--- config.mk ---
export PLATFORM = sky130hd
export DESIGN_NAME = mdio_resp_flat
export DESIGN_NICKNAME = d
export VERILOG_FILES = /design/src/rtl/mdio_pkg.sv /design/src/rtl/mdio_resp_if.sv /design/src/rtl/mdio_edge_sync.sv /design/src/rtl/mdio_resp.sv /design/src/flat_wrapper.sv
export SDC_FILE = /design/constraint.sdc
export NUM_CORES = 1
export LEC_CHECK = 0
export BUFFER_PORTS_ARGS = -buffer_cell sky130_fd_sc_hd__buf_2
export CORE_MARGIN = 2
export CORE_UTILIZATION = 59
export DETAILED_ROUTE_END_ITERATION = 10
export PLACE_DENSITY = 0.79
export SYNTH_ARGS = -nofsm -noshare
export SYNTH_HDL_FRONTEND = slang
export SYNTH_SLANG_ARGS = --single-unit
--- constraint.sdc ---
create_clock -name mclk -period 4.3 [get_ports mclk]
set_input_delay 0.645 -clock mclk [delete_from_list [all_inputs] [get_ports mclk]]
set_output_delay 0.645 -clock mclk [all_outputs]
set_load 0.05 [all_outputs]
--- src/rtl/mdio_pkg.sv ---
// Shared types and constants for the Clause-22 MDIO management responder.
package mdio_pkg;

    localparam int PRE_CNT_W  = 6;
    localparam int BIT_CNT_W  = 6;
    localparam int FIELD_W    = 5;
    localparam int DATA_W     = 16;
    localparam int SKIP_RISES = 34;

    localparam logic [1:0] OP_READ  = 2'b10;
    localparam logic [1:0] OP_WRITE = 2'b01;
    localparam logic [1:0] ST_BITS  = 2'b01;
    localparam logic [1:0] TA_WRITE = 2'b10;

    typedef enum logic [3:0] {
        S_PRE,
        S_ST,
        S_OP,
        S_PHYAD,
        S_REGAD,
        S_TA,
        S_RDATA,
        S_WDATA,
        S_SKIP
    } state_t;

endpackage

--- src/rtl/mdio_resp_if.sv ---
// Local 16-bit register bus between the MDIO responder and its register target.
interface mdio_resp_if;
    import mdio_pkg::*;

    logic                reg_cs;
    logic                reg_wr;
    logic [FIELD_W-1:0]  reg_addr;
    logic [DATA_W-1:0]   reg_wdata;
    logic [DATA_W-1:0]   reg_rdata;
    logic                reg_ack;

    modport master (
        output reg_cs, reg_wr, reg_addr, reg_wdata,
        input  reg_rdata, reg_ack
    );

    modport slave (
        input  reg_cs, reg_wr, reg_addr, reg_wdata,
        output reg_rdata, reg_ack
    );

endinterface

--- src/rtl/mdio_edge_sync.sv ---
// Brings MDC and MDIO into the mclk domain and derives single-cycle MDC edge pulses.
module mdio_edge_sync #(
    parameter int SYNC_STG = 2
) (
    input  logic mclk,
    input  logic reset,
    input  logic mdc,
    input  logic mdio_i,
    output logic mdc_rise,
    output logic mdc_fall,
    output logic mdio_s
);

    logic [SYNC_STG-1:0] mdc_pipe;
    logic [SYNC_STG-1:0] mdio_pipe;
    logic                mdc_prev;

    always_ff @(posedge mclk or posedge reset) begin
        if (reset) begin
            mdc_pipe  <= '0;
            mdio_pipe <= '0;
            mdc_prev  <= 1'b0;
        end else begin
            mdc_pipe  <= {mdc_pipe[SYNC_STG-2:0], mdc};
            mdio_pipe <= {mdio_pipe[SYNC_STG-2:0], mdio_i};
            mdc_prev  <= mdc_pipe[SYNC_STG-1];
        end
    end

    assign mdc_rise = mdc_pipe[SYNC_STG-1] & ~mdc_prev;
    assign mdc_fall = ~mdc_pipe[SYNC_STG-1] & mdc_prev;
    assign mdio_s   = mdio_pipe[SYNC_STG-1];

endmodule

--- src/rtl/mdio_resp.sv ---
// Clause-22 MDIO responder: decodes frames sampled on MDC rise, turns them into
// register-bus transactions and drives read data back on MDC fall.
module mdio_resp
    import mdio_pkg::*;
#(
    parameter logic [4:0] PHY_ADDR = 5'd1,
    parameter int         PRE_MIN  = 32,
    parameter int         SYNC_STG = 2
) (
    input  logic        mclk,
    input  logic        reset,
    input  logic        mdc,
    input  logic        mdio_i,
    output logic        mdio_o,
    output logic        mdio_oe,
    mdio_resp_if.master bus,
    output logic        frame_done,
    output logic        frame_err,
    output logic        rd_timeout
);

    localparam logic [PRE_CNT_W-1:0] PRE_MIN_C  = PRE_CNT_W'(PRE_MIN);
    localparam logic [BIT_CNT_W-1:0] FIELD_LAST = BIT_CNT_W'(FIELD_W - 1);
    localparam logic [BIT_CNT_W-1:0] DATA_LAST  = BIT_CNT_W'(DATA_W - 1);
    localparam logic [BIT_CNT_W-1:0] DATA_END   = BIT_CNT_W'(DATA_W);
    localparam logic [BIT_CNT_W-1:0] SKIP_LAST  = BIT_CNT_W'(SKIP_RISES - 1);

    logic mdc_rise, mdc_fall, mdio_s;

    mdio_edge_sync #(.SYNC_STG(SYNC_STG)) u_sync (
        .mclk     (mclk),
        .reset    (reset),
        .mdc      (mdc),
        .mdio_i   (mdio_i),
        .mdc_rise (mdc_rise),
        .mdc_fall (mdc_fall),
        .mdio_s   (mdio_s)
    );

    state_t                 state, state_n;
    logic [PRE_CNT_W-1:0]   pre_cnt, pre_cnt_n;
    logic [BIT_CNT_W-1:0]   bit_cnt, bit_cnt_n;
    logic [DATA_W-1:0]      shreg, shreg_n, shift_in;
    logic [DATA_W-1:0]      out_shift, out_shift_n, rd_word;
    logic [FIELD_W-1:0]     regad, regad_n;
    logic                   is_read, is_read_n;
    logic                   mdio_o_n, mdio_oe_n;
    logic                   done_n, err_n, timeout_n;
    logic                   issue_rd, issue_wr, rd_arm, rd_sample;
    logic                   rd_valid, rd_want;
    logic [DATA_W-1:0]      rd_data;

    always_ff @(posedge mclk or posedge reset) begin
        if (reset) begin
            state      <= S_PRE;
            pre_cnt    <= '0;
            bit_cnt    <= '0;
            shreg      <= '0;
            out_shift  <= '0;
            regad      <= '0;
            is_read    <= 1'b0;
            mdio_o     <= 1'b0;
            mdio_oe    <= 1'b0;
            frame_done <= 1'b0;
            frame_err  <= 1'b0;
            rd_timeout <= 1'b0;
        end else begin
            state      <= state_n;
            pre_cnt    <= pre_cnt_n;
            bit_cnt    <= bit_cnt_n;
            shreg      <= shreg_n;
            out_shift  <= out_shift_n;
            regad      <= regad_n;
            is_read    <= is_read_n;
            mdio_o     <= mdio_o_n;
            mdio_oe    <= mdio_oe_n;
            frame_done <= done_n;
            frame_err  <= err_n;
            rd_timeout <= timeout_n;
        end
    end

    // Frame decode happens on MDC rise; the read-data path only moves on MDC fall.
    always_comb begin
        state_n     = state;
        pre_cnt_n   = pre_cnt;
        bit_cnt_n   = bit_cnt;
        shreg_n     = shreg;
        out_shift_n = out_shift;
        regad_n     = regad;
        is_read_n   = is_read;
        mdio_o_n    = mdio_o;
        mdio_oe_n   = mdio_oe;
        done_n      = 1'b0;
        err_n       = 1'b0;
        timeout_n   = 1'b0;
        issue_rd    = 1'b0;
        issue_wr    = 1'b0;
        rd_arm      = 1'b0;
        rd_sample   = 1'b0;
        shift_in    = {shreg[DATA_W-2:0], mdio_s};
        rd_word     = rd_valid ? rd_data : '1;

        if (mdc_rise) begin
            case (state)
                S_PRE: begin
                    if (mdio_s) begin
                        if (pre_cnt != '1) pre_cnt_n = pre_cnt + 1'b1;
                    end else if (pre_cnt >= PRE_MIN_C) begin
                        state_n = S_ST;
                    end else begin
                        pre_cnt_n = '0;
                    end
                end
                S_ST: begin
                    bit_cnt_n = '0;
                    if ({1'b0, mdio_s} == ST_BITS) begin
                        state_n = S_OP;
                    end else begin
                        err_n   = 1'b1;
                        state_n = S_PRE;
                    end
                end
                S_OP: begin
                    shreg_n   = shift_in;
                    bit_cnt_n = bit_cnt + 1'b1;
                    if (bit_cnt == 6'd1) begin
                        bit_cnt_n = '0;
                        state_n   = S_PHYAD;
                        if (shift_in[1:0] == OP_READ) begin
                            is_read_n = 1'b1;
                        end else if (shift_in[1:0] == OP_WRITE) begin
                            is_read_n = 1'b0;
                        end else begin
                            err_n   = 1'b1;
                            state_n = S_PRE;
                        end
                    end
                end
                S_PHYAD: begin
                    shreg_n   = shift_in;
                    bit_cnt_n = bit_cnt + 1'b1;
                    if (bit_cnt == FIELD_LAST) begin
                        bit_cnt_n = '0;
                        state_n   = (shift_in[FIELD_W-1:0] == PHY_ADDR) ? S_REGAD : S_SKIP;
                    end
                end
                S_REGAD: begin
                    shreg_n   = shift_in;
                    bit_cnt_n = bit_cnt + 1'b1;
                    if (bit_cnt == FIELD_LAST) begin
                        bit_cnt_n = '0;
                        regad_n   = shift_in[FIELD_W-1:0];
                        state_n   = S_TA;
                        rd_arm    = is_read;
                        issue_rd  = is_read & ~bus.reg_cs;
                    end
                end
                S_TA: begin
                    shreg_n   = shift_in;
                    bit_cnt_n = bit_cnt + 1'b1;
                    if (bit_cnt == 6'd1) begin
                        bit_cnt_n = '0;
                        if (is_read) begin
                            state_n = S_RDATA;
                        end else if (shift_in[1:0] == TA_WRITE) begin
                            state_n = S_WDATA;
                        end else begin
                            err_n   = 1'b1;
                            state_n = S_PRE;
                        end
                    end
                end
                S_RDATA: bit_cnt_n = bit_cnt + 1'b1;
                S_WDATA: begin
                    shreg_n   = shift_in;
                    bit_cnt_n = bit_cnt + 1'b1;
                    if (bit_cnt == DATA_LAST) begin
                        done_n   = 1'b1;
                        state_n  = S_PRE;
                        err_n    = bus.reg_cs;
                        issue_wr = ~bus.reg_cs;
                    end
                end
                S_SKIP: begin
                    bit_cnt_n = bit_cnt + 1'b1;
                    if (bit_cnt == SKIP_LAST) state_n = S_PRE;
                end
                default: state_n = S_PRE;
            endcase
        end else if (mdc_fall) begin
            if (state == S_TA && is_read && bit_cnt == 6'd1) begin
                mdio_oe_n = 1'b1;
                mdio_o_n  = 1'b0;
            end else if (state == S_RDATA) begin
                if (bit_cnt == '0) begin
                    rd_sample   = 1'b1;
                    timeout_n   = ~rd_valid;
                    mdio_o_n    = rd_word[DATA_W-1];
                    out_shift_n = {rd_word[DATA_W-2:0], 1'b0};
                end else if (bit_cnt == DATA_END) begin
                    mdio_oe_n = 1'b0;
                    mdio_o_n  = 1'b0;
                    done_n    = 1'b1;
                    state_n   = S_PRE;
                end else begin
                    mdio_o_n    = out_shift[DATA_W-1];
                    out_shift_n = {out_shift[DATA_W-2:0], 1'b0};
                end
            end
        end

        if (state_n == S_PRE && state != S_PRE) pre_cnt_n = '0;
    end

    // Read data is only kept if it belongs to the read currently waiting for its D15 slot.
    always_ff @(posedge mclk or posedge reset) begin
        if (reset) begin
            bus.reg_cs    <= 1'b0;
            bus.reg_wr    <= 1'b0;
            bus.reg_addr  <= '0;
            bus.reg_wdata <= '0;
            rd_valid      <= 1'b0;
            rd_want       <= 1'b0;
            rd_data       <= '0;
        end else begin
            if (issue_rd) begin
                bus.reg_cs   <= 1'b1;
                bus.reg_wr   <= 1'b0;
                bus.reg_addr <= shift_in[FIELD_W-1:0];
                rd_want      <= 1'b1;
            end else if (issue_wr) begin
                bus.reg_cs    <= 1'b1;
                bus.reg_wr    <= 1'b1;
                bus.reg_addr  <= regad;
                bus.reg_wdata <= shift_in;
            end else if (bus.reg_cs && bus.reg_ack) begin
                bus.reg_cs <= 1'b0;
                if (rd_want) begin
                    rd_data  <= bus.reg_rdata;
                    rd_valid <= 1'b1;
                end
            end
            if (rd_arm) rd_valid <= 1'b0;
            if (rd_sample) begin
                rd_want  <= 1'b0;
                rd_valid <= 1'b0;
            end
        end
    end

endmodule

--- src/flat_wrapper.sv ---
// flat-port wrapper written by rule: the top's interface ports become plain ports
module mdio_resp_flat import mdio_pkg::*;
#(
    parameter logic [4:0] PHY_ADDR = 5'd1,
    parameter int         PRE_MIN  = 32,
    parameter int         SYNC_STG = 2
)
  (mclk, reset, mdc, mdio_i, mdio_o, mdio_oe, frame_done, frame_err, rd_timeout, bus_reg_cs, bus_reg_wr, bus_reg_addr, bus_reg_wdata, bus_reg_rdata, bus_reg_ack);
  mdio_resp_if bus_i ();
  input  logic mclk;
  input  logic reset;
  input  logic mdc;
  input  logic mdio_i;
  output logic mdio_o;
  output logic mdio_oe;
  output logic frame_done;
  output logic frame_err;
  output logic rd_timeout;
  output wire logic [$bits(bus_i.reg_cs)-1:0] bus_reg_cs;
  output wire logic [$bits(bus_i.reg_wr)-1:0] bus_reg_wr;
  output wire logic [$bits(bus_i.reg_addr)-1:0] bus_reg_addr;
  output wire logic [$bits(bus_i.reg_wdata)-1:0] bus_reg_wdata;
  input wire logic [$bits(bus_i.reg_rdata)-1:0] bus_reg_rdata;
  input wire logic [$bits(bus_i.reg_ack)-1:0] bus_reg_ack;
  assign bus_reg_cs = bus_i.reg_cs;
  assign bus_reg_wr = bus_i.reg_wr;
  assign bus_reg_addr = bus_i.reg_addr;
  assign bus_reg_wdata = bus_i.reg_wdata;
  assign bus_i.reg_rdata = bus_reg_rdata;
  assign bus_i.reg_ack = bus_reg_ack;
  mdio_resp #(.PHY_ADDR(PHY_ADDR), .PRE_MIN(PRE_MIN), .SYNC_STG(SYNC_STG)) u_core (.mclk(mclk), .reset(reset), .mdc(mdc), .mdio_i(mdio_i), .mdio_o(mdio_o), .mdio_oe(mdio_oe), .bus(bus_i), .frame_done(frame_done), .frame_err(frame_err), .rd_timeout(rd_timeout));
endmodule
==> flow_results.xml, run 1 <==
<?xml version="1.0" encoding="UTF-8"?>
<metrics>
  <group name="run_status">
    <metric name="run_status" unit="">finished clean</metric>
  </group>
  <group name="clock_network">
    <metric name="post_cts_setup_buffer_count" unit="">0</metric>
    <metric name="clock_tree_from_tritoncts" unit="">yes</metric>
    <metric name="post_cts.resized_instances" unit="">0</metric>
    <metric name="root_buffer" unit="">sky130_fd_sc_hd__clkbuf_8</metric>
    <metric name="cts_made_buffers" unit="">9</metric>
    <metric name="path_clk_slew" unit="ps">110</metric>
    <metric name="clock-sinks" unit="">103</metric>
    <metric name="clkLatencyLatePin" unit="ps">360</metric>
    <metric name="cts.path.max_buffers" unit="">2</metric>
    <metric name="cts_htree_levels" unit="">3</metric>
    <metric name="number_of_buffers_inserted_for_hold_repair_after_clock_tree_synthesis" unit="">0</metric>
  </group>
  <group name="route">
    <metric name="route.detailed.drc" unit="">0</metric>
    <metric name="wl" unit="um">9080</metric>
    <metric name="total_via_count_in_the_routed_design" unit="">3370</metric>
    <metric name="routedWlPerCell" unit="um">15.7</metric>
    <metric name="avgViaCountPerCell" unit="">5.82</metric>
    <metric name="drtPass1Iterations" unit="">5</metric>
    <metric name="detailedRoute.firstIterationViolations" unit="">231</metric>
    <metric name="postRouteAntennaNets" unit="">0</metric>
  </group>
  <group name="synth">
    <metric name="synth.cells.most_frequent" unit="">103 x sky130_fd_sc_hd__dfrtp_1, 51 x sky130_fd_sc_hd__mux2_2, 44 x sky130_fd_sc_hd__o21ai_0</metric>
    <metric name="synth_top_flop_cell" unit="">sky130_fd_sc_hd__dfrtp_1</metric>
    <metric name="yosysTopAreaCell" unit="">sky130_fd_sc_hd__dfrtp_1</metric>
    <metric name="synth-edff-count" unit="">0</metric>
    <metric name="synth-seq-cells" unit="">103</metric>
    <metric name="synth.area.top_cells" unit="">sky130_fd_sc_hd__dfrtp_1 53%, sky130_fd_sc_hd__mux2_2 12%, sky130_fd_sc_hd__o21ai_0 4.5%, sky130_fd_sc_hd__nand2_1 3.1%, sky130_fd_sc_hd__nand3b_1 2.6%</metric>
    <metric name="postSynthNetCount" unit="">461</metric>
    <metric name="synth.distinct_cells" unit="">60</metric>
    <metric name="ys.warnings.count" unit="">0</metric>
    <metric name="syn_avg_cell_area" unit="um^2">11.3</metric>
    <metric name="synth_most_common_cell" unit="">sky130_fd_sc_hd__dfrtp_1</metric>
    <metric name="synthCells" unit="">433</metric>
    <metric name="synth_largest_type_area_fraction" unit="%">52.8</metric>
    <metric name="synth.cell_area" unit="mm^2">0.00488</metric>
    <metric name="fraction_of_the_yosys_area_taken_by_sequential_cells" unit="%">52.8</metric>
    <metric name="async_flop_share" unit="%">100</metric>
  </group>
  <group name="power">
    <metric name="peakVddDrop" unit="mV">0.256</metric>
    <metric name="power-per-cell-area" unit="mW/mm^2">310</metric>
    <metric name="pwr_total" unit="mW">1.65</metric>
    <metric name="static-leakage-power" unit="nW">2.62</metric>
  </group>
  <group name="setup_path">
    <metric name="worst-setup-path-type" unit="">reg -&gt; reg</metric>
    <metric name="critical_path_s_top_delay_family" unit="">simple AND/OR/NAND/NOR gates</metric>
    <metric name="required" unit="ps">4550</metric>
    <metric name="critical_path_arrival" unit="ps">3110</metric>
    <metric name="timing.critical_path.to_type" unit="">flop</metric>
    <metric name="worstPathCellList" unit="">nor3b_2, nand4_1, or2_2, nor2_2, nor2_1, a21o_1</metric>
    <metric name="cp_max_fo" unit="">23</metric>
    <metric name="worst_path_max_delay_cell" unit="">sky130_fd_sc_hd__nor2_2</metric>
    <metric name="cp.buffers_inverters" unit="">0</metric>
    <metric name="critPathMaxStageDelay" unit="ps">820</metric>
    <metric name="setup.worst_path.start_class" unit="">flop</metric>
  </group>
  <group name="sta">
    <metric name="total_of_endpoints_with_negative_setup_slack_in_the_final_report" unit="">0</metric>
    <metric name="finalWorstPathRequiredPeriod" unit="ps">2860</metric>
    <metric name="fin_crit_sh" unit="%">66.6</metric>
    <metric name="slew_headroom" unit="%">27.7</metric>
    <metric name="fin_skew" unit="ps">15.0</metric>
    <metric name="timing_hold_violations_final" unit="">0</metric>
    <metric name="setup-tns-final" unit="ps">0</metric>
    <metric name="slew_violations" unit="">0</metric>
    <metric name="unrepaired_setup_endpoints_after_global_routing" unit="">false</metric>
    <metric name="tightest_slew" unit="ps">1080</metric>
    <metric name="fmax" unit="MHz">349</metric>
  </group>
  <group name="grt">
    <metric name="grt_residual_overflow" unit="">0</metric>
    <metric name="via_count_of_the_first_global_routing_pass" unit="">3105</metric>
    <metric name="maximum_number_of_pins_on_one_net_before_global_route_repair" unit="">54</metric>
    <metric name="grt.total_usage" unit="%">21.6</metric>
    <metric name="grt_first_pass_wirelength" unit="um">15200</metric>
    <metric name="grt_antenna_before_repair" unit="">0</metric>
  </group>
  <group name="finish">
    <metric name="fillCellCount" unit="">621</metric>
    <metric name="layout-drive-gt1-share" unit="%">27.8</metric>
    <metric name="nets" unit="">498</metric>
    <metric name="antenna-diode-count" unit="">0</metric>
    <metric name="synthToLayoutAreaGrowth" unit="%">9.10</metric>
  </group>
  <group name="placement">
    <metric name="rd_place_congestion" unit="">0.929</metric>
    <metric name="port_buffers" unit="">48</metric>
    <metric name="dp_hpwl" unit="um">6240</metric>
  </group>
  <group name="job">
    <metric name="max_cap_violations" unit="">0</metric>
  </group>
  <group name="floorplan">
    <metric name="floorplan.core_area" unit="mm^2">0.00813</metric>
    <metric name="io-pin-count" unit="">49</metric>
    <metric name="die-height" unit="um">94.9</metric>
    <metric name="start_util" unit="%">60.0</metric>
    <metric name="floorplan.die.width" unit="um">94.9</metric>
    <metric name="placement_rows" unit="">33</metric>
    <metric name="floorplan.die_area" unit="mm^2">0.00901</metric>
  </group>
  <group name="min_path">
    <metric name="hold_path.class" unit="">reg -&gt; reg</metric>
  </group>
</metrics>
## cell families (layout without fill, tap and decap cells)
family	count (synthesis)	count (layout)	share of synthesized area [%]
AOI/OAI and AO/OA	92	92	11.7
xor gates and xnor gates	4	4	0.718
adders and majority gates	7	7	1.80
buffers and inverters	43	84	4.51
DFF	103	103	52.8
muxes	52	52	12.0
and+or+nand+nor	132	132	16.4
## cell type report
| type | count | area, um^2 | share of cell area (%) |
|---|---|---|---|
| Sequential cell | 103 | 2580 | 48.4 |
| Multi-Input combinational cell | 287 | 2080 | 39.1 |
| Timing Repair Buffer | 52 | 270 | 5.08 |
| Tap cell | 105 | 131 | 2.47 |
| Clock buffer | 10 | 128 | 2.40 |
| Clock inverter | 5 | 66.3 | 1.25 |
| Inverter | 17 | 66.3 | 1.25 |
## sequential cells by signal, summed over array words and instances (netlist names)
register,flops
u_core.bus.reg_wr,1
u_core.rd_timeout,1
u_core.u_sync.mdio_pipe,2
u_core.u_sync.mdc_prev,1
u_core.regad,5
u_core.mdio_oe,1
u_core.pre_cnt,6
u_core.is_read,1
u_core.rd_want,1
u_core.bus.reg_addr,5
u_core.state,4
u_core.frame_err,1
u_core.u_sync.mdc_pipe,2
u_core.rd_data,16
u_core.mdio_o,1
u_core.frame_done,1
u_core.rd_valid,1
u_core.bus.reg_cs,1
u_core.shreg,15
u_core.bus.reg_wdata,16
u_core.bit_cnt,6
u_core.out_shift,15
## cell usage in the layout, fill, tap and decap left out, drive strengths merged, types with 3 or more instances in the layout
| cell | n |
|---|---|
| a21oi | 10 |
| a21o | 6 |
| buf | 52 |
| inv | 19 |
| dfrtp | 103 |
| nand2 | 40 |
| nand3 | 14 |
| xor2 | 3 |
| nor2 | 14 |
| nand3b | 17 |
| nand2b | 8 |
| ha | 7 |
| nor3 | 6 |
| nor3b | 4 |
| o21ai | 45 |
| mux2 | 51 |
| o32ai | 3 |
| nand4 | 4 |
| clkbuf | 10 |
| a22o | 6 |
| and3b | 3 |
| and3 | 4 |
## path summary, 6_finish.rpt
| path | startpoint | to | slack (ps) | cells after the start |
|---|---|---|---|---|
| max | u_core.state[3] | u_core.bus.reg_addr[0] | 1440 | 6 |
| min | u_core.u_sync.mdio_pipe[0] | u_core.u_sync.mdio_pipe[1] | 360 | 0 |
| max reg2reg | u_core.state[3] | u_core.bus.reg_addr[0] | 1440 | 6 |
| min reg2reg | u_core.u_sync.mdio_pipe[0] | u_core.u_sync.mdio_pipe[1] | 360 | 0 |
| max in group asynchronous | reset | u_core.bit_cnt[1] | 3380 | 3 |
| min in group asynchronous | reset | u_core.bus.reg_wdata[7] | 450 | 3 |
## power breakdown
| group | switching [mW] | internal [mW] | total, mW | leakage [nW] |
|---|---|---|---|---|
| clock | 0.334 | 0.274 | 0.608 | 0.0949 |
| sequential | 0.0104 | 0.976 | 0.986 | 1.43 |
| combinational | 0.0356 | 0.0178 | 0.0535 | 1.10 |
| total | 0.380 | 1.27 | 1.65 | 2.62 |
## per-layer routing
layer  up-vias  part of all wire [%]  GRT usage [%]
li1       1615                     -              -
met1      1668                    46           31.8
met2        76                    49           33.0
met3        11                   4.0           3.75
met4         0                   1.0           6.16
met5         -                     0              0
## worst register-to-register path, stage by stage (launching register included)
cell and delay (ps):
sky130_fd_sc_hd__dfrtp_1 540, sky130_fd_sc_hd__nor3b_2 370, sky130_fd_sc_hd__nand4_1 130, sky130_fd_sc_hd__or2_2 330
sky130_fd_sc_hd__nor2_2 820, sky130_fd_sc_hd__nor2_1 300, sky130_fd_sc_hd__a21o_1 250
## metrics by stage
| stage | area [um^2] | worst slack [ps] | std cells | utilization, % | hold slack [ps] |
|---|---|---|---|---|---|
| 3_3_place_gp | 5130 | 1580 | 564 | 63.1 | 334 |
| 2_1_floorplan | 4880 | 951 | 433 | - | 331 |
| 5_1_grt | 5320 | 1250 | 579 | 65.4 | 375 |
| 3_5_place_dp | 5130 | 1480 | 564 | 63.1 | 341 |
| 6_report | 5320 | 1440 | 579 | 65.4 | 359 |
| 4_1_cts | 5320 | 1440 | 579 | 65.4 | 363 |
No activity file was read; power rests on OpenSTA's default activity.
==> run 2, diff against run 1 <==
CORE_UTILIZATION = 53   (was 59)
PLACE_DENSITY = 0.75   (was 0.79)
clock period = 2.6 ns   (was 4.3 ns; I/O delays follow)
==> flow_results.xml, run 2 (synthesis results as in run 1) <==
<?xml version="1.0" encoding="UTF-8"?>
<metrics>
  <group name="run_status">
    <metric name="run_status" unit="">finished clean</metric>
  </group>
  <group name="clock_network">
    <metric name="path_clk_slew" unit="ps">100</metric>
    <metric name="clock-sinks" unit="">103</metric>
    <metric name="cts.path.max_buffers" unit="">2</metric>
    <metric name="cts_htree_levels" unit="">3</metric>
    <metric name="clkLatencyLatePin" unit="ps">370</metric>
    <metric name="cts_made_buffers" unit="">9</metric>
    <metric name="post_cts_setup_buffer_count" unit="">0</metric>
    <metric name="root_buffer" unit="">sky130_fd_sc_hd__clkbuf_8</metric>
    <metric name="number_of_buffers_inserted_for_hold_repair_after_clock_tree_synthesis" unit="">0</metric>
    <metric name="clock_tree_from_tritoncts" unit="">yes</metric>
    <metric name="post_cts.resized_instances" unit="">0</metric>
  </group>
  <group name="setup_path">
    <metric name="worst_path_max_delay_cell" unit="">sky130_fd_sc_hd__nor4_4</metric>
    <metric name="setup.worst_path.start_class" unit="">flop</metric>
    <metric name="worst-setup-path-type" unit="">reg -&gt; reg</metric>
    <metric name="path_common_cell" unit="">sky130_fd_sc_hd__nand3_1</metric>
    <metric name="r2r_setup_slack" unit="ps">240</metric>
    <metric name="critical_path_s_top_delay_family" unit="">simple AND/OR/NAND/NOR gates</metric>
    <metric name="critical_path_arrival" unit="ps">2600</metric>
    <metric name="timing.critical_path.to_type" unit="">flop</metric>
    <metric name="worstPathCellList" unit="">inv_1, ha_1, nor4b_2, nand4_1, nand3_1, nand3_1, nor4_4, nor3_1</metric>
    <metric name="required" unit="ps">2840</metric>
    <metric name="cp_max_fo" unit="">6</metric>
    <metric name="critPathMaxStageDelay" unit="ps">460</metric>
    <metric name="cp.buffers_inverters" unit="">1</metric>
  </group>
  <group name="finish">
    <metric name="cell_area_after_layout" unit="mm^2">0.00542</metric>
    <metric name="most-common-layout-cells" unit="">103 x sky130_fd_sc_hd__dfrtp_1, 51 x sky130_fd_sc_hd__mux2_2, 48 x sky130_fd_sc_hd__buf_2</metric>
    <metric name="layout-drive-gt1-share" unit="%">29.3</metric>
    <metric name="synthToLayoutAreaGrowth" unit="%">11.1</metric>
    <metric name="antenna-diode-count" unit="">0</metric>
    <metric name="layout_top_registers" unit="">u_core.bus.reg_wdata: 16 flops, u_core.rd_data: 16 flops</metric>
    <metric name="nets" unit="">507</metric>
    <metric name="mostFrequentLayoutCell" unit="">sky130_fd_sc_hd__dfrtp_1</metric>
  </group>
  <group name="power">
    <metric name="static-leakage-power" unit="nW">2.67</metric>
    <metric name="power-per-cell-area" unit="mW/mm^2">494</metric>
    <metric name="peakVddDrop" unit="mV">0.364</metric>
  </group>
  <group name="sta">
    <metric name="finalWorstPathRequiredPeriod" unit="ps">2360</metric>
    <metric name="slew_headroom" unit="%">46.5</metric>
    <metric name="fin_skew" unit="ps">15.5</metric>
    <metric name="setup-tns-final" unit="ps">0</metric>
    <metric name="slew_violations" unit="">0</metric>
    <metric name="fmax" unit="MHz">424</metric>
    <metric name="tightest_slew" unit="ps">801</metric>
    <metric name="unrepaired_setup_endpoints_after_global_routing" unit="">false</metric>
    <metric name="total_of_endpoints_with_negative_setup_slack_in_the_final_report" unit="">0</metric>
    <metric name="fin_crit_sh" unit="%">90.7</metric>
    <metric name="timing_hold_violations_final" unit="">0</metric>
  </group>
  <group name="grt">
    <metric name="maximum_number_of_pins_on_one_net_before_global_route_repair" unit="">104</metric>
    <metric name="grt_antenna_before_repair" unit="">0</metric>
    <metric name="grt.total_usage" unit="%">20.0</metric>
    <metric name="via_count_of_the_first_global_routing_pass" unit="">3343</metric>
    <metric name="grt_first_pass_wirelength" unit="um">15900</metric>
    <metric name="grt_residual_overflow" unit="">0</metric>
  </group>
  <group name="floorplan">
    <metric name="start_util" unit="%">53.8</metric>
    <metric name="die-height" unit="um">99.9</metric>
    <metric name="floorplan.die_area" unit="mm^2">0.00999</metric>
    <metric name="io-pin-count" unit="">49</metric>
    <metric name="floorplan.die.width" unit="um">99.9</metric>
    <metric name="floorplan.core_area" unit="mm^2">0.00906</metric>
    <metric name="placement_rows" unit="">35</metric>
  </group>
  <group name="placement">
    <metric name="port_buffers" unit="">48</metric>
    <metric name="rd_place_congestion" unit="">0.913</metric>
    <metric name="dp_hpwl" unit="um">6420</metric>
    <metric name="postPlaceCellArea" unit="mm^2">0.00523</metric>
  </group>
  <group name="route">
    <metric name="drtPass1Iterations" unit="">4</metric>
    <metric name="detailedRoute.firstIterationViolations" unit="">152</metric>
    <metric name="postRouteAntennaNets" unit="">0</metric>
    <metric name="routedWlPerCell" unit="um">15.5</metric>
    <metric name="wl" unit="um">9230</metric>
    <metric name="total_via_count_in_the_routed_design" unit="">3354</metric>
    <metric name="route.detailed.drc" unit="">0</metric>
    <metric name="avgViaCountPerCell" unit="">5.64</metric>
  </group>
  <group name="min_path">
    <metric name="hold_path.class" unit="">in -&gt; reg</metric>
  </group>
  <group name="job">
    <metric name="max_cap_violations" unit="">0</metric>
  </group>
</metrics>
[run 2: final timing paths]
path	from	endpoint	cells after the start
setup / recovery	u_core.bit_cnt[1]	u_core.pre_cnt[3]	8
hold / removal	mdc	u_core.u_sync.mdc_pipe[0]	1
setup reg to reg	u_core.bit_cnt[1]	u_core.pre_cnt[3]	8
hold reg to reg	u_core.u_sync.mdio_pipe[0]	u_core.u_sync.mdio_pipe[1]	0
max in group asynchronous	reset	u_core.rd_data[0]	3
min in group asynchronous	reset	u_core.bus.reg_wdata[7]	3
[run 2: layout make-up]
| cell class | instances | area (um^2) |
|---|---|---|
| flip-flops and latches | 103 | 2580 |
| inverters | 17 | 67.6 |
| repair buffers | 61 | 363 |
| fillers | 762 | 3640 |
| clock buffers | 10 | 128 |
| well taps | 111 | 139 |
| multi-input cells | 287 | 2080 |
| clock inverters | 6 | 63.8 |
[run 2: metal layers]
metal | vias up | share of wire, % | global-route usage (%)
met5 | - | 0 | 0
met3 | 7 | 3.5 | 4.32
li1 | 1634 | - | -
met2 | 64 | 50 | 33.6
met1 | 1649 | 45 | 26.7
met4 | 0 | 0.99 | 4.85
[run 2: where the power goes]
part	internal [mW]	switching [mW]	leakage, nW	total [mW]
registers	1.61	0.0144	1.43	1.63
clock network	0.375	0.581	0.0937	0.957
logic	0.0326	0.0599	1.15	0.0925
total	2.02	0.655	2.67	2.68
[run 2: stage by stage]
stage               setup WS, ps  hold WS [ps]  std cells  util, %  power, mW
floorplan                    421           331        433        -       1.72
global placement             312           338        579     57.7       1.75
detailed placement           242           336        579     57.7       1.76
CTS                          218           108        595     59.8       2.71
global route                5.70           100        595     59.8       2.79
finish                       241           126        595     59.8       2.68
==> run 3, diff against run 2 <==
ABC_AREA = 1   (was default)
==> flow_results.xml, run 3 <==
<?xml version="1.0" encoding="UTF-8"?>
<metrics>
  <group name="clock_network">
    <metric name="post_cts.resized_instances" unit="">0</metric>
    <metric name="clock-sinks" unit="">103</metric>
    <metric name="number_of_buffers_inserted_for_hold_repair_after_clock_tree_synthesis" unit="">0</metric>
    <metric name="cts.path.max_buffers" unit="">2</metric>
    <metric name="cts_htree_levels" unit="">3</metric>
    <metric name="path_clk_slew" unit="ps">100</metric>
    <metric name="post_cts_setup_buffer_count" unit="">0</metric>
    <metric name="clkLatencyLatePin" unit="ps">370</metric>
    <metric name="cts_made_buffers" unit="">9</metric>
    <metric name="clock_tree_from_tritoncts" unit="">yes</metric>
    <metric name="root_buffer" unit="">sky130_fd_sc_hd__clkbuf_8</metric>
  </group>
  <group name="power">
    <metric name="power-per-cell-area" unit="mW/mm^2">497</metric>
    <metric name="peakVddDrop" unit="mV">0.301</metric>
    <metric name="pwr_total" unit="mW">2.67</metric>
    <metric name="static-leakage-power" unit="nW">2.77</metric>
  </group>
  <group name="setup_path">
    <metric name="timing.critical_path.to" unit="">u_core.pre_cnt[3]</metric>
    <metric name="setup.worst_path.start_class" unit="">flop</metric>
    <metric name="beginning_of_the_worst_register_to_register_path" unit="">u_core.u_sync.mdio_pipe[1]</metric>
    <metric name="critical_path_arrival" unit="ps">2310</metric>
    <metric name="required" unit="ps">2870</metric>
    <metric name="worst_r2r_endpoint" unit="">u_core.pre_cnt[3]</metric>
    <metric name="r2r_setup_slack" unit="ps">560</metric>
    <metric name="reg2regPathDepth" unit="">12</metric>
    <metric name="cp_max_fo" unit="">9</metric>
    <metric name="worst-setup-path-type" unit="">reg -&gt; reg</metric>
    <metric name="cp-startpoint" unit="">u_core.u_sync.mdio_pipe[1]</metric>
    <metric name="timing.critical_path.to_type" unit="">flop</metric>
  </group>
  <group name="sta">
    <metric name="fmax" unit="MHz">490</metric>
    <metric name="slew_violations" unit="">0</metric>
    <metric name="finalWorstPathRequiredPeriod" unit="ps">2040</metric>
    <metric name="fin_crit_sh" unit="%">78.5</metric>
    <metric name="unrepaired_setup_endpoints_after_global_routing" unit="">false</metric>
    <metric name="hold_ws" unit="ps">125</metric>
    <metric name="timing_hold_violations_final" unit="">0</metric>
    <metric name="slew_headroom" unit="%">45.1</metric>
    <metric name="setup-tns-final" unit="ps">0</metric>
    <metric name="final_critical_path_setup_slack" unit="ps">559</metric>
    <metric name="total_of_endpoints_with_negative_setup_slack_in_the_final_report" unit="">0</metric>
    <metric name="fin_skew" unit="ps">11.7</metric>
    <metric name="tightest_slew" unit="ps">821</metric>
  </group>
  <group name="job">
    <metric name="max_cap_violations" unit="">0</metric>
  </group>
  <group name="run_status">
    <metric name="run_status" unit="">finished clean</metric>
  </group>
  <group name="finish">
    <metric name="finalCoreUtilization" unit="%">61.4</metric>
    <metric name="nets" unit="">652</metric>
    <metric name="antenna-diode-count" unit="">0</metric>
    <metric name="most-common-layout-cells" unit="">157 x sky130_fd_sc_hd__nand2_1, 103 x sky130_fd_sc_hd__dfrtp_1, 77 x sky130_fd_sc_hd__o21ai_0</metric>
    <metric name="layout-drive-gt1-share" unit="%">17.0</metric>
    <metric name="cell_area_after_layout" unit="mm^2">0.00538</metric>
    <metric name="synthToLayoutAreaGrowth" unit="%">11.9</metric>
    <metric name="layout_top_registers" unit="">u_core.bus.reg_wdata: 16 flops, u_core.rd_data: 16 flops</metric>
    <metric name="mostFrequentLayoutCell" unit="">sky130_fd_sc_hd__nand2_1</metric>
    <metric name="stdcell_count" unit="">737</metric>
  </group>
  <group name="synth">
    <metric name="synth.cells.most_frequent" unit="">157 x sky130_fd_sc_hd__nand2_1, 103 x sky130_fd_sc_hd__dfrtp_1, 77 x sky130_fd_sc_hd__o21ai_0</metric>
    <metric name="postSynthNetCount" unit="">602</metric>
    <metric name="async_flop_share" unit="%">100</metric>
    <metric name="yosys.area_share.adder" unit="%">1.82</metric>
    <metric name="combinational_family_with_the_most_area_after_synthesis" unit="">simple AND/OR/NAND/NOR gates</metric>
    <metric name="ys.warnings.count" unit="">0</metric>
    <metric name="synth.distinct_cells" unit="">39</metric>
    <metric name="compound_gate_portion_of_the_synthesized_area" unit="%">13.5</metric>
    <metric name="proportion_of_synthesized_area_in_mux_cells" unit="%">0.234</metric>
    <metric name="synthCells" unit="">574</metric>
    <metric name="synthSimpleGateAreaFrac" unit="%">22.5</metric>
    <metric name="synth_top_flop_cell" unit="">sky130_fd_sc_hd__dfrtp_1</metric>
    <metric name="synth.cell_area" unit="mm^2">0.00481</metric>
    <metric name="yosysTopAreaCell" unit="">sky130_fd_sc_hd__dfrtp_1</metric>
    <metric name="fraction_of_the_yosys_area_taken_by_sequential_cells" unit="%">53.6</metric>
    <metric name="synth_largest_type_area_fraction" unit="%">53.6</metric>
    <metric name="synth.area.top_cells" unit="">sky130_fd_sc_hd__dfrtp_1 54%, sky130_fd_sc_hd__nand2_1 12%, sky130_fd_sc_hd__o21ai_0 8.0%, sky130_fd_sc_hd__inv_1 5.4%, sky130_fd_sc_hd__nor2_1 2.6%</metric>
    <metric name="syn_avg_cell_area" unit="um^2">8.38</metric>
    <metric name="synth-edff-count" unit="">0</metric>
    <metric name="xor_and_xnor_fraction_of_the_mapped_netlist_area" unit="%">0.728</metric>
    <metric name="synth-seq-cells" unit="">103</metric>
    <metric name="synth_most_common_cell" unit="">sky130_fd_sc_hd__nand2_1</metric>
  </group>
  <group name="floorplan">
    <metric name="placement_rows" unit="">34</metric>
    <metric name="floorplan.die.width" unit="um">99.3</metric>
    <metric name="floorplan.core_area" unit="mm^2">0.00876</metric>
    <metric name="die-height" unit="um">99.3</metric>
    <metric name="floorplan.die_area" unit="mm^2">0.00985</metric>
    <metric name="io-pin-count" unit="">49</metric>
    <metric name="start_util" unit="%">54.9</metric>
  </group>
  <group name="min_path">
    <metric name="holdPathStages" unit="">1</metric>
    <metric name="hold_path.class" unit="">in -&gt; reg</metric>
  </group>
  <group name="grt">
    <metric name="grt_antenna_before_repair" unit="">0</metric>
    <metric name="via_count_of_the_first_global_routing_pass" unit="">3516</metric>
    <metric name="grt.total_usage" unit="%">20.9</metric>
    <metric name="maximum_number_of_pins_on_one_net_before_global_route_repair" unit="">41</metric>
    <metric name="grt_residual_overflow" unit="">0</metric>
    <metric name="grt_first_pass_wirelength" unit="um">16800</metric>
  </group>
  <group name="route">
    <metric name="routedWlPerCell" unit="um">13.3</metric>
    <metric name="total_via_count_in_the_routed_design" unit="">3803</metric>
    <metric name="wl" unit="um">9780</metric>
    <metric name="avgViaCountPerCell" unit="">5.16</metric>
    <metric name="postRouteAntennaNets" unit="">0</metric>
    <metric name="route.detailed.drc" unit="">0</metric>
    <metric name="drtPass1Iterations" unit="">5</metric>
    <metric name="detailedRoute.firstIterationViolations" unit="">225</metric>
  </group>
  <group name="placement">
    <metric name="postPlaceCellArea" unit="mm^2">0.00519</metric>
    <metric name="rd_place_congestion" unit="">0.898</metric>
    <metric name="dp_hpwl" unit="um">6930</metric>
    <metric name="placement.setup.worst_slack" unit="ps">581</metric>
    <metric name="port_buffers" unit="">48</metric>
    <metric name="placedCellCount" unit="">721</metric>
  </group>
</metrics>
-- run 3: cell count changes in the layout (fill, tap and decap cells not counted), moves of 8 or more --
cell	delta
sky130_fd_sc_hd__nand3b_1	-17
sky130_fd_sc_hd__nand2b_1	-8
sky130_fd_sc_hd__o21ai_0	+33
sky130_fd_sc_hd__mux2_2	-50
sky130_fd_sc_hd__nand2_1	+117
sky130_fd_sc_hd__a21oi_1	+10
sky130_fd_sc_hd__nor2_1	+21
sky130_fd_sc_hd__nor2_2	+8
sky130_fd_sc_hd__inv_1	+52
sky130_fd_sc_hd__nand3_1	+8
-- run 3: cell type report --
type	instances	area, um^2
clock buffer	9	124
clock inverter	7	66.3
fill	775	3380
inverter	78	297
multi-input combinational	377	1860
sequential	103	2580
tap	108	135
timing repair buffer	55	318
-- run 3: worst min path at each step --
| stage | startpoint | end | slack (ps) |
|---|---|---|---|
| after floorplan | u_core.u_sync.mdc_pipe[0] | u_core.u_sync.mdc_pipe[1] | 330 |
| after global placement | u_core.u_sync.mdc_pipe[0] | u_core.u_sync.mdc_pipe[1] | 330 |
| after detailed placement | u_core.u_sync.mdc_pipe[0] | u_core.u_sync.mdc_pipe[1] | 340 |
| after CTS | mdc | u_core.u_sync.mdc_pipe[0] | 120 |
| after global routing | mdc | u_core.u_sync.mdc_pipe[0] | 120 |
| final | mdc | u_core.u_sync.mdc_pipe[0] | 120 |
-- run 3: power breakdown --
part / internal, mW / total (mW) / leakage, nW / switching (mW)
combinational: 0.0304 / 0.0920 / 1.25 / 0.0616
sequential: 1.61 / 1.62 / 1.42 / 0.00887
clock: 0.370 / 0.961 / 0.0949 / 0.591
total: 2.01 / 2.67 / 2.77 / 0.661
-- run 3: cells by family (layout without fill, tap and decap cells) --
| kind of cell | after synthesis | in the layout |
|---|---|---|
| adder cells (fa/ha/maj) | 7 | 7 |
| multiplexers | 1 | 1 |
| AO/OA/AOI/OAI | 118 | 118 |
| buffers and inverters | 94 | 149 |
| flip-flops | 103 | 103 |
| AND/OR/NAND/NOR | 247 | 247 |
| XOR/XNOR | 4 | 4 |
-- run 3: routing by layer --
metal  vias to the layer above  share of wire, %  track usage (%)
met5                         -                 0                0
met4                         0               1.0             5.16
met3                        13               4.6             3.30
met2                        94                45             32.7
met1                      1769                49             30.9
li1                       1927                 -                -
-- run 3: critical path: stages, from the launching register on --
cell	delay, ps
sky130_fd_sc_hd__dfrtp_1	460
sky130_fd_sc_hd__clkinv_1	260
sky130_fd_sc_hd__ha_1	290
sky130_fd_sc_hd__nor2_1	150
sky130_fd_sc_hd__nand4_1	110
sky130_fd_sc_hd__nand2_1	90
sky130_fd_sc_hd__nand3_1	90
sky130_fd_sc_hd__nand2_1	80
sky130_fd_sc_hd__nand2_2	60
sky130_fd_sc_hd__nor2_2	130
sky130_fd_sc_hd__nand3_4	120
sky130_fd_sc_hd__nand2_1	70
sky130_fd_sc_hd__inv_1	40
